[src/rtl/homo_pkg.sv]
// Shared types and defaults for the homogeneity window scheduler.
package homo_pkg;

    localparam int unsigned WIN_DEF      = 5;
    localparam int unsigned PIPE_LAT_DEF = 33;

    typedef enum logic [2:0] {
        IDLE,
        FILL,
        RUN,
        DRAIN,
        DONE
    } state_t;

    // Frame is in progress in these states
    function automatic logic is_busy(input state_t s);
        return (s == FILL) || (s == RUN) || (s == DRAIN);
    endfunction

endpackage

[src/rtl/raster_counter.sv]
// Raster-order column/row position of the next accepted pixel.
module raster_counter #(
    parameter  int unsigned IMG_W = 640,
    parameter  int unsigned IMG_H = 480,
    localparam int unsigned XW    = $clog2(IMG_W),
    localparam int unsigned YW    = $clog2(IMG_H)
) (
    input  logic          clk,
    input  logic          rst,
    input  logic          clear,
    input  logic          advance,
    output logic [XW-1:0] col,
    output logic [YW-1:0] row,
    output logic          last
);

    logic col_end;
    logic row_end;

    assign col_end = (col == XW'(IMG_W - 1));
    assign row_end = (row == YW'(IMG_H - 1));
    assign last    = col_end && row_end;

    // Step one pixel; wrap column into the next row, wrap row at frame end
    always_ff @(posedge clk) begin
        if (rst || clear) begin
            col <= '0;
            row <= '0;
        end else if (advance) begin
            if (col_end) begin
                col <= '0;
                row <= row_end ? '0 : row + YW'(1);
            end else begin
                col <= col + XW'(1);
            end
        end
    end

endmodule

[src/rtl/homo_scheduler.sv]
// Frame scheduler: issues window-centre coordinates to the homogeneity
// compare stage and tracks results returning from the buffer chain.
module homo_scheduler
    import homo_pkg::*;
#(
    parameter  int unsigned IMG_W    = 640,
    parameter  int unsigned IMG_H    = 480,
    parameter  int unsigned WIN      = WIN_DEF,
    parameter  int unsigned PIPE_LAT = PIPE_LAT_DEF,
    localparam int unsigned XW       = $clog2(IMG_W),
    localparam int unsigned YW       = $clog2(IMG_H)
) (
    input  logic          i_clk,
    input  logic          i_rst,
    input  logic          i_start,
    input  logic          i_pix_valid,
    input  logic          i_homo_valid,
    output logic          o_win_valid,
    output logic [XW-1:0] o_win_x,
    output logic [YW-1:0] o_win_y,
    output logic          o_busy,
    output logic          o_done,
    output logic          o_err
);

    localparam int unsigned OW    = $clog2(IMG_W * IMG_H) + 1;
    localparam int unsigned DW    = $clog2(PIPE_LAT + 5);
    localparam int unsigned EDGE  = WIN - 1;
    localparam int unsigned HALF  = (WIN - 1) / 2;
    localparam int unsigned DR_TO = PIPE_LAT + 4;

    state_t          state_q;
    state_t          state_d;
    logic [OW-1:0]   outstanding_q;
    logic [OW-1:0]   outstanding_d;
    logic [DW-1:0]   drain_q;
    logic [DW-1:0]   drain_d;
    logic            win_valid_d;
    logic [XW-1:0]   win_x_d;
    logic [YW-1:0]   win_y_d;
    logic            busy_d;
    logic            done_d;
    logic            err_d;
    logic            accept;
    logic            clear;

    logic [XW-1:0]   col;
    logic [YW-1:0]   row;
    logic            last;

    raster_counter #(
        .IMG_W (IMG_W),
        .IMG_H (IMG_H)
    ) u_raster (
        .clk     (i_clk),
        .rst     (i_rst),
        .clear   (clear),
        .advance (accept),
        .col     (col),
        .row     (row),
        .last    (last)
    );

    // Next-state, window issue, outstanding tracking and error detection
    always_comb begin
        state_d       = state_q;
        outstanding_d = outstanding_q;
        drain_d       = '0;
        win_valid_d   = 1'b0;
        win_x_d       = o_win_x;
        win_y_d       = o_win_y;
        err_d         = o_err;
        clear         = 1'b0;
        accept        = i_pix_valid && ((state_q == FILL) || (state_q == RUN));

        case (state_q)
            IDLE: begin
                if (i_start) begin
                    state_d = FILL;
                    clear   = 1'b1;
                end
            end
            FILL: begin
                if (accept && last) begin
                    state_d = DRAIN;
                end else if (row == YW'(EDGE)) begin
                    state_d = RUN;
                end
            end
            RUN: begin
                if (accept && last) begin
                    state_d = DRAIN;
                end
            end
            DRAIN: begin
                drain_d = drain_q + DW'(1);
                // The final window issues the cycle DRAIN is entered
                if ((outstanding_q == '0) && !o_win_valid) begin
                    state_d = DONE;
                end else if (drain_q == DW'(DR_TO)) begin
                    state_d = DONE;
                    err_d   = 1'b1;
                end
            end
            DONE: begin
                state_d = IDLE;
            end
            default: begin
                state_d = IDLE;
            end
        endcase

        // Issued windows vs returned results; a return with nothing in flight is an error
        if (clear) begin
            outstanding_d = '0;
            err_d         = 1'b0;
        end else if (o_win_valid && !i_homo_valid) begin
            outstanding_d = outstanding_q + OW'(1);
        end else if (!o_win_valid && i_homo_valid) begin
            if (outstanding_q == '0) begin
                err_d = 1'b1;
            end else begin
                outstanding_d = outstanding_q - OW'(1);
            end
        end

        // Window centre once a full WIN x WIN neighbourhood has arrived
        if (accept && (col >= XW'(EDGE)) && (row >= YW'(EDGE))) begin
            win_valid_d = 1'b1;
            win_x_d     = col - XW'(HALF);
            win_y_d     = row - YW'(HALF);
        end

        busy_d = is_busy(state_d);
        done_d = (state_d == DONE);
    end

    // State register and registered outputs
    always_ff @(posedge i_clk) begin
        if (i_rst) begin
            state_q       <= IDLE;
            outstanding_q <= '0;
            drain_q       <= '0;
            o_win_valid   <= 1'b0;
            o_win_x       <= '0;
            o_win_y       <= '0;
            o_busy        <= 1'b0;
            o_done        <= 1'b0;
            o_err         <= 1'b0;
        end else begin
            state_q       <= state_d;
            outstanding_q <= outstanding_d;
            drain_q       <= drain_d;
            o_win_valid   <= win_valid_d;
            o_win_x       <= win_x_d;
            o_win_y       <= win_y_d;
            o_busy        <= busy_d;
            o_done        <= done_d;
            o_err         <= err_d;
        end
    end

endmodule

[config.mk]
export PLATFORM = sky130hd
export DESIGN_NAME = homo_scheduler
export DESIGN_NICKNAME = d
export VERILOG_FILES = /design/src/rtl/homo_pkg.sv /design/src/rtl/raster_counter.sv /design/src/rtl/homo_scheduler.sv
export SDC_FILE = /design/constraint.sdc
export NUM_CORES = 1
export LEC_CHECK = 0
export CAP_MARGIN = 20
export CORE_ASPECT_RATIO = 0.9
export CORE_MARGIN = 2
export CORE_UTILIZATION = 54
export DETAILED_ROUTE_END_ITERATION = 8
export GPL_ROUTABILITY_DRIVEN = 0
export HOLD_SLACK_MARGIN = 0.1
export PLACE_DENSITY_LB_ADDON = 0.15
export SETUP_SLACK_MARGIN = 0.4
export SLEW_MARGIN = 20
export SYNTH_ARGS = -nofsm -noshare
export SYNTH_HDL_FRONTEND = slang
export SYNTH_SLANG_ARGS = --single-unit
[constraint.sdc]
create_clock -name i_clk -period 2.8 [get_ports i_clk]
set_input_delay 0.56 -clock i_clk [delete_from_list [all_inputs] [get_ports i_clk]]
set_output_delay 0.56 -clock i_clk [all_outputs]
set_load 0.1 [all_outputs]
==> flow_metrics.tcl, run 1 <==
set metrics [dict create \
    crit_chain "ha_4 -> clkinvlp_4 -> buf_6 -> ha_2 -> o21ai_0 -> a21oi_1 -> a31oi_2 -> buf_6 -> nor3_2 -> a211oi_2 -> xnor2_1 -> a22o_1" \
    multiInputGateArea_um2 2890 \
    final.min_clock_period_ns 2.55 \
    clockBufferDepth 2 \
    core.rowCount 30 \
    die_width_um 96.8 \
    synthArstFlopShare_pct 0 \
    avgViaCountPerCell 5.81 \
    io_pins 28 \
    synth.avg_cell_area_um2 8.49 \
    worstHoldPathCells 1 \
    max_stage_delay_ns 0.37 \
    n_antenna_cell 0 \
    placed_cells 652 \
    cp_max_fo 6 \
    critPathLaunch "o_win_valid$_SDFF_PP0_" \
    pwr_density_cell_nw_per_um2 926 \
    slew_headroom_pct 59.8 \
    final_antenna_net_count 0 \
    fin_skew_ns 0.0135 \
    status "completed" \
    min_period_over_period_pct 91.0 \
    port_buffers 27 \
    critPathRequiredTime_ns 3.05 \
    synthCells 493 \
    cts_tree "yes" \
    holdCritPathClass "flop to flop" \
    cpMostUsedCell "buf_6" \
    ys_seq_area_share_pct 34.0 \
    hold_viol_final 0 \
    reg2reg_from "o_win_valid$_SDFF_PP0_" \
    cp_data_arrival_time_ns 2.80 \
    drt_wl_total_um 11100 \
    cts.clk_slew.worst_paths_ns 0.08 \
    critPathKind "flop to flop" \
    slowest_stage "dfxtp_4" \
    rsz0062_at_grt "yes" \
    max_freq_mhz 392 \
    clkLatencyLatePin_ns 0.36 \
    fillers 561 \
    drt_iter0_markers 207 \
    yosys_most_used_dff "dfxtp_1" \
    wire_per_inst_um 16.2 \
    fp.dieH_um 87.5 \
    synth_cell_type_count 63 \
    antenna_found_initial 0 \
    p_total_mw 5.12 \
    drc 0 \
    critical_path.endpoint_type "flop" \
    synth-seq-cells 71 \
    rr_worst_depth 12 \
    instances_no_fill 682 \
    max_cap_viol_count 0 \
    grt_use_total_pct 25.2 \
    dpl.hpwl_um 7470 \
    nets 617 \
    die-area_um2 8470 \
    irDropWorstVdd_uv 594 \
    grt_max_degree 31 \
    endpoint "outstanding_q[18]$_SDFFE_PP0P_" \
    p_leak_nw 2.26 \
    cts_root_buffer "clkbuf_8" \
    clock_sinks 71 \
    worst_pin_slew_ns 0.602 \
    grt_pass1_wl_um 17500 \
    drive_gt1_share_pct 30.2 \
    grt_pass1_vias 3642 \
    cts_buffers 9 \
    slew_violations 0 \
    vias 3962 \
    synth-edff-count 0 \
    regArea_um2 1430 \
    fp.coreArea_um2 7540 \
    area_growth_pct 32.2 \
    r2r-end "outstanding_q[18]$_SDFFE_PP0P_" \
    rrSetupSlack_ns 0.25 \
    holdCritStartpoint "drain_q[0]$_SDFF_PP0_" \
    critPathLaunchType "flop" \
    htreeDepth 3 \
    setup_violations 0 \
    drt-pass1-iter-count 5 \
    initial_core_util_pct 55.5 \
    netlist_area_um2 4180 \
    globalRouteOverflowTotal 0 \
    synth_nets 529 \
    yosysWarningCount 0 \
]
final cells by class:
class	instances	area share, %
well taps	96	2.17
clock buffers	9	2.24
repair buffers	102	15.0
flip-flops and latches	71	25.8
inverters	16	1.24
multi-input cells	381	52.2
clock inverters	7	1.45
worst max-delay path, delay by kind of cell (launching register included):
family,cells,cell delay [ns]
compound gates,5,0.76
buf+inv,3,0.52
fa+ha+maj,2,0.48
flops,1,0.37
simple gates,1,0.20
xor+xnor,1,0.13
layout by cell type, fill, tap and decap left out, types with 4 or more instances in the layout:
cell type,Yosys,routed
buf_4,4,89
dfxtp_1,71,70
nor2_1,67,65
nand2_1,43,42
a21oi_1,34,23
xnor2_1,21,21
xor2_1,21,21
a211oi_1,19,18
ha_1,30,16
nand3_1,16,15
inv_1,16,13
ha_4,0,12
nand4_1,11,11
a21o_1,10,10
nor4_1,10,9
clkbuf_8,0,9
or3_1,8,8
a21oi_2,1,8
buf_6,2,8
mux2i_1,7,7
nor3_1,8,6
and3_1,6,6
o21ai_0,7,6
nor3_2,2,4
a21oi_4,0,4
a22o_1,4,4
per-layer routing:
layer / part of all wire (%) / vias to the layer above / GRT usage, %
met2: 45 / 111 / 39.2
li1: - / 1942 / -
met5: 0 / - / 0
met1: 48 / 1878 / 35.0
met4: 1.8 / 0 / 7.81
met3: 4.9 / 31 / 6.02
registers in the layout (all words and copies together), names as in the netlist:
signal / cells
o_win_x: 10
o_win_y: 9
u_raster.col: 10
state_q: 3
drain_q: 6
o_err: 1
o_done: 1
o_win_valid: 1
u_raster.row: 9
o_busy: 1
outstanding_q: 20
kinds of logic (layout without fill, tap and decap cells):
family                   Yosys count  count (layout)  synth area share [%]
XOR/XNOR                          42              42                  8.79
AND/OR/NAND/NOR                  197             197                  23.8
flip-flops                        71              71                  34.0
multiplexers                       8               8                  1.94
adder cells (fa/ha/maj)           31              31                  9.45
AO/OA/AOI/OAI                    103             103                  17.4
buffers and inverters             41             134                  4.64
through the flow:
step / hold slack [ns] / TNS (ns) / cell area, um^2 / worst slack [ns] / utilization [%]
finish: 0.491 / 0 / 5530 / 0.252 / 73.3
global route: 0.515 / 0 / 5530 / 0.143 / 73.3
CTS: 0.491 / 0 / 5240 / 0.233 / 69.4
detailed placement: 0.477 / -7.76 / 4920 / -0.746 / 65.3
global placement: 0.445 / -6.63 / 4920 / -0.643 / 65.3
floorplan: 0.429 / -0.146 / 4250 / -0.0544 / -
Yosys cell counts, drive strengths merged, types with 10 or more instances:
cell	number	area, um^2
xnor2	21	184
nor3	10	60.1
xor2	21	184
nand2	43	161
dfxtp	71	1420
nand4	11	68.8
inv	16	60.1
a21oi	35	179
clkbuf	11	41.3
nor4	11	75.1
a211oi	21	168
buf	14	92.6
nor2	67	251
ha	30	375
a21o	10	75.1
nand3	17	97.6
repair_timing:
item	4_1_cts	5_1_grt
hold buffers	0	0
setup endpoints to repair	16	25
pin swaps	11	27
cloned	0	0
resized for setup	15	42
setup buffers	8	6
how the worst min path moves through the flow:
stage | endpoint | slack, ns
2_1_floorplan | drain_q[0]$_SDFF_PP0_ | 0.43
3_3_place_gp | drain_q[0]$_SDFF_PP0_ | 0.44
3_5_place_dp | outstanding_q[4]$_SDFFE_PP0P_ | 0.48
4_1_cts | outstanding_q[4]$_SDFFE_PP0P_ | 0.49
5_1_grt | outstanding_q[9]$_SDFFE_PP0P_ | 0.52
6_report | drain_q[0]$_SDFF_PP0_ | 0.49
power by group:
group	switching (mW)	total, mW	internal (mW)
combinational	1.49	3.06	1.57
sequential	0.117	1.22	1.10
clock	0.427	0.848	0.422
total	2.03	5.12	3.09
Note: power is estimated with default switching activity, not from simulation.
==> inputs of run 2 (changes only) <==
==> constraint.sdc (replaced) <==
create_clock -name i_clk -period 2.8 [get_ports i_clk]
set_input_delay 0.7 -clock i_clk [delete_from_list [all_inputs] [get_ports i_clk]]
set_output_delay 0.7 -clock i_clk [all_outputs]
set_load 0.1 [all_outputs]
==> flow_metrics.tcl, run 2 (same netlist as run 1, synthesis figures left out) <==
set metrics [dict create \
    holdCritPathClass "flop to flop" \
    initial_core_util_pct 55.5 \
    nets 641 \
    instances_no_fill 706 \
    drt_iter0_markers 237 \
    swShare_pct 40.6 \
    htreeDepth 3 \
    fin_skew_ns 0.00805 \
    slew_headroom_pct 57.8 \
    grt_use_total_pct 27.8 \
    antenna_found_initial 0 \
    crit_chain "buf_12 -> inv_12 -> ha_4 -> clkinvlp_4 -> buf_6 -> buf_6 -> ha_4 -> a211oi_4 -> o211ai_1 -> a31oi_2 -> buf_6 -> o221ai_2 -> nand2_1 -> mux2i_1 -> nand3_1" \
    port_buffers 27 \
    critPathLaunch "i_homo_valid" \
    die_width_um 96.8 \
    hold_viol_final 0 \
    placed_cells 663 \
    grt_pass1_wl_um 19100 \
    globalRouteOverflowTotal 0 \
    wire_per_inst_um 17.4 \
    critPathLaunchType "input port" \
    area_growth_pct 39.3 \
    largest_reg_flops 20 \
    grt_pass1_vias 3956 \
    setup_violations 0 \
    drive_gt1_share_pct 34.4 \
    irDropWorstVdd_uv 491 \
    rrSetupSlack_ns 0.18 \
    critPathRequiredTime_ns 3.04 \
    critPathKind "input port to flop" \
    cp_max_fo 5 \
    holdCritStartpoint "drain_q[0]$_SDFF_PP0_" \
    rr_worst_depth 13 \
    max_stage_delay_ns 0.27 \
    worst_pin_slew_ns 0.624 \
    final_antenna_net_count 0 \
    drc 0 \
    reg.largest.list "outstanding_q (20), o_win_x (10), u_raster.col (10)" \
    final.min_clock_period_ns 2.72 \
    cts_root_buffer "clkbuf_8" \
    io_pins 28 \
    max_cap_viol_count 0 \
    cts.clk_slew.worst_paths_ns 0.08 \
    slowest_stage "a211oi_4" \
    layout_common_cells "106 x buf_4, 70 x dfxtp_1, 65 x nor2_1, 41 x nand2_1, 21 x xor2_1" \
    setup_tns_ns 0 \
    n_antenna_cell 0 \
    clockBufferDepth 2 \
    power_frac_comb_pct 64.0 \
    fp.coreArea_um2 7540 \
    vias 4196 \
    max_freq_mhz 368 \
    cp_data_arrival_time_ns 2.95 \
    drt-pass1-iter-count 5 \
    reg2reg_from "o_win_valid$_SDFF_PP0_" \
    avgViaCountPerCell 5.94 \
    cts_tree "yes" \
    critical_path.endpoint_type "flop" \
    fp.dieH_um 87.5 \
    clock_sinks 71 \
    dpl.hpwl_um 7560 \
    p_switching_mw 2.28 \
    drt_wl_total_um 12300 \
    regMostFlops "outstanding_q" \
    die-area_um2 8470 \
    grt_max_degree 33 \
    p_int_mw 3.34 \
    cpMostUsedCell "buf_6" \
    r2r-end "outstanding_q[16]$_SDFFE_PP0P_" \
    layout_commonest_cell "buf_4" \
    min_period_over_period_pct 97.1 \
    pwr-share-seq_pct 21.8 \
    endpoint "outstanding_q[16]$_SDFFE_PP0P_" \
    cts_buffers 9 \
    slew_violations 0 \
    clkLatencyLatePin_ns 0.36 \
    core.rowCount 30 \
    p_leak_nw 2.40 \
    status "completed" \
    pwr_density_cell_nw_per_um2 963 \
    pwr-share-clk_pct 14.2 \
    rsz0062_at_grt "yes" \
]
-- run 2: cell count changes in the layout (fill, tap and decap cells not counted), sizes merged --
cell / before / now
buf: 99 / 123
bufinv: 1 / 0
clkbuf: 9 / 10
clkinv: 3 / 1
clkinvlp: 2 / 3
inv: 17 / 18
-- run 2: what timing repair did --
action                                 CTS  global route
endpoints found under the hold margin    0             0
buffers inserted                        23             3
setup endpoints to repair               18            23
gates cloned                             1             0
pin swaps                               39            24
hold buffers                             0             0
resized for setup                       47            31
-- run 2: per-layer routing --
layer  wire length, um  up-vias  GRT usage (%)
met2              5870      182           45.2
met3               774       52           4.98
met1              5200     1965           36.5
met4               430        0           12.5
met5                 0        -              0
li1                  -     1997              -
-- run 2: how the worst min path moves through the flow --
stage / end / slack [ns] / cells after the start
floorplan: drain_q[0]$_SDFF_PP0_ / 0.43 / 1
global placement: drain_q[0]$_SDFF_PP0_ / 0.45 / 1
detailed placement: drain_q[0]$_SDFF_PP0_ / 0.45 / 1
CTS: drain_q[0]$_SDFF_PP0_ / 0.47 / 1
global route: drain_q[0]$_SDFF_PP0_ / 0.49 / 1
finish: drain_q[0]$_SDFF_PP0_ / 0.47 / 1
-- run 2: power by group through the flow --
stage / sequential [mW] / clock, mW / combinational (mW)
after detailed placement: 1.21 / 0 / 2.44
after global routing: 1.23 / 0.840 / 3.79
after CTS: 1.21 / 0.814 / 2.97
after floorplan: 1.21 / 0 / 1.56
after global placement: 1.21 / 0 / 2.40
final: 1.23 / 0.796 / 3.59
-- run 2: critical path, delay by kind of cell --
kind	cells	cell delay [ns]
AOI/OAI and AO/OA	4	0.77
and+or+nand+nor	2	0.22
adders and majority gates	2	0.37
muxes	1	0.19
buffers and inverters	6	0.69
-- run 2: per-stage QoR --
step / hold WS, ns / cell area, um^2 / power [mW] / utilization, % / setup slack [ns]
5_1_grt: 0.494 / 5830 / 5.86 / 77.3 / 0.0121
3_5_place_dp: 0.452 / 5000 / 3.65 / 66.3 / -0.849
2_1_floorplan: 0.429 / 4260 / 2.78 / - / -0.189
3_3_place_gp: 0.449 / 5000 / 3.61 / 66.3 / -0.726
6_report: 0.466 / 5830 / 5.62 / 77.3 / 0.0817
4_1_cts: 0.475 / 5640 / 4.99 / 74.7 / 0.209
-- run 2: final cells by class --
class                      count  area (um^2)
inverter                      16         76.3
fill                         497         1720
clock buffer                  10          138
sequential                    71         1430
clock inverter                 6         52.6
tap                           96          120
timing repair buffer         126         1070
multi-input combinational    381         2950
==> inputs of run 3 (changes only) <==
--- a/config.mk
+++ b/config.mk
@@ -10,5 +10,6 @@
 export CORE_MARGIN = 2
-export CORE_UTILIZATION = 54
+export CORE_UTILIZATION = 55
 export DETAILED_ROUTE_END_ITERATION = 8
 export GPL_ROUTABILITY_DRIVEN = 0
+export GPL_TIMING_DRIVEN = 0
 export HOLD_SLACK_MARGIN = 0.1
==> constraint.sdc (replaced) <==
create_clock -name i_clk -period 2.7 [get_ports i_clk]
set_input_delay 0.27 -clock i_clk [delete_from_list [all_inputs] [get_ports i_clk]]
set_output_delay 0.27 -clock i_clk [all_outputs]
set_load 0.1 [all_outputs]
==> flow_metrics.tcl, run 3 (same netlist as run 1, synthesis figures left out) <==
set metrics [dict create \
    cts_tree "yes" \
    io_pins 28 \
    pwr-share-seq_pct 25.8 \
    max_stage_delay_ns 0.39 \
    globalRouteOverflowTotal 0 \
    grt_use_total_pct 26.1 \
    max_cap_viol_count 0 \
    clockBufferDepth 2 \
    grt_max_degree 13 \
    cpMostUsedCell "buf_4" \
    initial_core_util_pct 56.0 \
    p_total_mw 4.86 \
    grtUsageMet3_pct 6.17 \
    drive_gt1_share_pct 20.6 \
    critPathLaunchType "flop" \
    fin_skew_ns 0.00814 \
    grt_use_met1_pct 35.4 \
    pwr-share-clk_pct 19.7 \
    multiInputGateArea_um2 2880 \
    fp.dieH_um 86.7 \
    cts_buffers 9 \
    critPathRequiredTime_ns 2.94 \
    core.rowCount 30 \
    hold_ws_ns 0.349 \
    slowest_stage "ha_2" \
    final.min_clock_period_ns 2.56 \
    status "completed" \
    rsz0062_at_grt "yes" \
    p_int_mw 2.91 \
    largest_reg_flops 20 \
    cts.clk_slew.worst_paths_ns 0.07 \
    hold_viol_final 0 \
    grt_pass1_wl_um 16900 \
    slew_violations 0 \
    die-area_um2 8320 \
    fp.coreArea_um2 7470 \
    dp_slack_ns -0.897 \
    avgViaCountPerCell 5.92 \
    grt_pass1_vias 3595 \
    cp_data_arrival_time_ns 2.80 \
    nets 585 \
    dpl.hpwl_um 6840 \
    met2_usage_pct 40.8 \
    fin_ws_ns 0.138 \
    die_width_um 95.9 \
    critical_path.endpoint_type "flop" \
    drt-pass1-iter-count 6 \
    min_period_over_period_pct 94.9 \
    clkLatencyLatePin_ns 0.35 \
    p_switching_mw 1.94 \
    area_growth_pct 26.5 \
    cp_max_fo 7 \
    reg.largest.list "outstanding_q (20), o_win_x (10), u_raster.col (10)" \
    final_antenna_net_count 0 \
    swShare_pct 40.1 \
    vias 3850 \
    crit_buf_inv 3 \
    power_frac_comb_pct 54.5 \
    grt_busiest_layer "met2" \
    regArea_um2 1430 \
    wire_per_inst_um 16.2 \
    clock_sinks 71 \
    setup_violations 0 \
    htreeDepth 3 \
    irDropWorstVdd_uv 543 \
    critPathKind "flop to flop" \
    max_freq_mhz 390 \
    fillers 592 \
    layout_commonest_cell "dfxtp_1" \
    crit_chain "ha_4 -> buf_4 -> clkinvlp_4 -> buf_4 -> ha_2 -> a21oi_2 -> nor2b_1 -> a31oi_4 -> o31ai_2 -> xnor2_1 -> a22o_1" \
    crit_family "compound AO/OA/AOI/OAI gates" \
    port_buffers 26 \
    drc 0 \
    holdCritPathClass "input port to flop" \
    regMostFlops "outstanding_q" \
    placed_cells 615 \
    instances_no_fill 650 \
    setup_tns_ns 0 \
    slew_headroom_pct 33.7 \
    drt_iter0_markers 265 \
    cts_root_buffer "clkbuf_8" \
    antenna_found_initial 0 \
    n_antenna_cell 0 \
    worst_pin_slew_ns 0.991 \
    pwr_density_cell_nw_per_um2 918 \
    p_leak_nw 2.04 \
    layout_common_cells "70 x dfxtp_1, 65 x nor2_1, 42 x nand2_1, 25 x clkdlybuf4s50_1, 24 x a21oi_1" \
    drt_wl_total_um 10600 \
]
==> run 3: path summary, 6_finish.rpt <==
kind	startpoint	cells after the start	slack (ns)	endpoint
worst max register to register	o_win_valid$_SDFF_PP0_	11	0.14	outstanding_q[14]$_SDFFE_PP0P_
worst min register to register	drain_q[0]$_SDFF_PP0_	1	0.47	drain_q[0]$_SDFF_PP0_
worst max-delay path	o_win_valid$_SDFF_PP0_	11	0.14	outstanding_q[14]$_SDFFE_PP0P_
worst min-delay path	i_rst	2	0.35	o_win_valid$_SDFF_PP0_
==> run 3: layout make-up <==
cell class | instances | area share, %
multi-input combinational | 381 | 54.5
sequential | 71 | 26.9
timing repair buffer | 44 | 8.06
buffer | 25 | 2.74
clock buffer | 11 | 2.67
tap | 96 | 2.27
clock inverter | 5 | 1.51
inverter | 16 | 1.21
timing repair inverter | 1 | 0.142
==> run 3: power groups by stage <==
stage | combinational, mW | clock, mW | sequential [mW]
after global routing | 2.84 | 1.02 | 1.27
final | 2.64 | 0.956 | 1.25
after floorplan | 1.59 | 0 | 1.26
after global placement | 1.95 | 0 | 1.24
after detailed placement | 1.99 | 0 | 1.25
after CTS | 2.30 | 0.974 | 1.24
==> run 3: timing repair <==
item / 4_1_cts / 5_1_grt
gates cloned: 1 / 0
setup buffers: 15 / 3
resized for setup: 37 / 25
hold buffers: 0 / 0
setup endpoints to repair: 19 / 22
pin swaps: 15 / 13
==> run 3: worst reg2reg max path, cell delays in order (launching register included) <==
cell        delay [ns]
dfxtp_4           0.38
ha_4              0.15
buf_4             0.12
clkinvlp_4        0.15
buf_4             0.18
ha_2              0.39
a21oi_2           0.08
nor2b_1           0.20
a31oi_4           0.09
o31ai_2           0.33
xnor2_1           0.16
a22o_1            0.22
==> run 3: metal layers <==
| layer | vias to the layer above | share of wire, % |
|---|---|---|
| li1 | 1884 | - |
| met1 | 1837 | 47 |
| met2 | 108 | 46 |
| met3 | 21 | 5.0 |
| met4 | 0 | 1.8 |
| met5 | - | 0 |
==> run 3: per-stage QoR <==
step,area [um^2],utilization (%)
3_3_place_gp,4570,61.2
5_1_grt,5290,70.8
3_5_place_dp,4570,61.2
6_report,5290,70.8
2_1_floorplan,4190,-
4_1_cts,5120,68.5
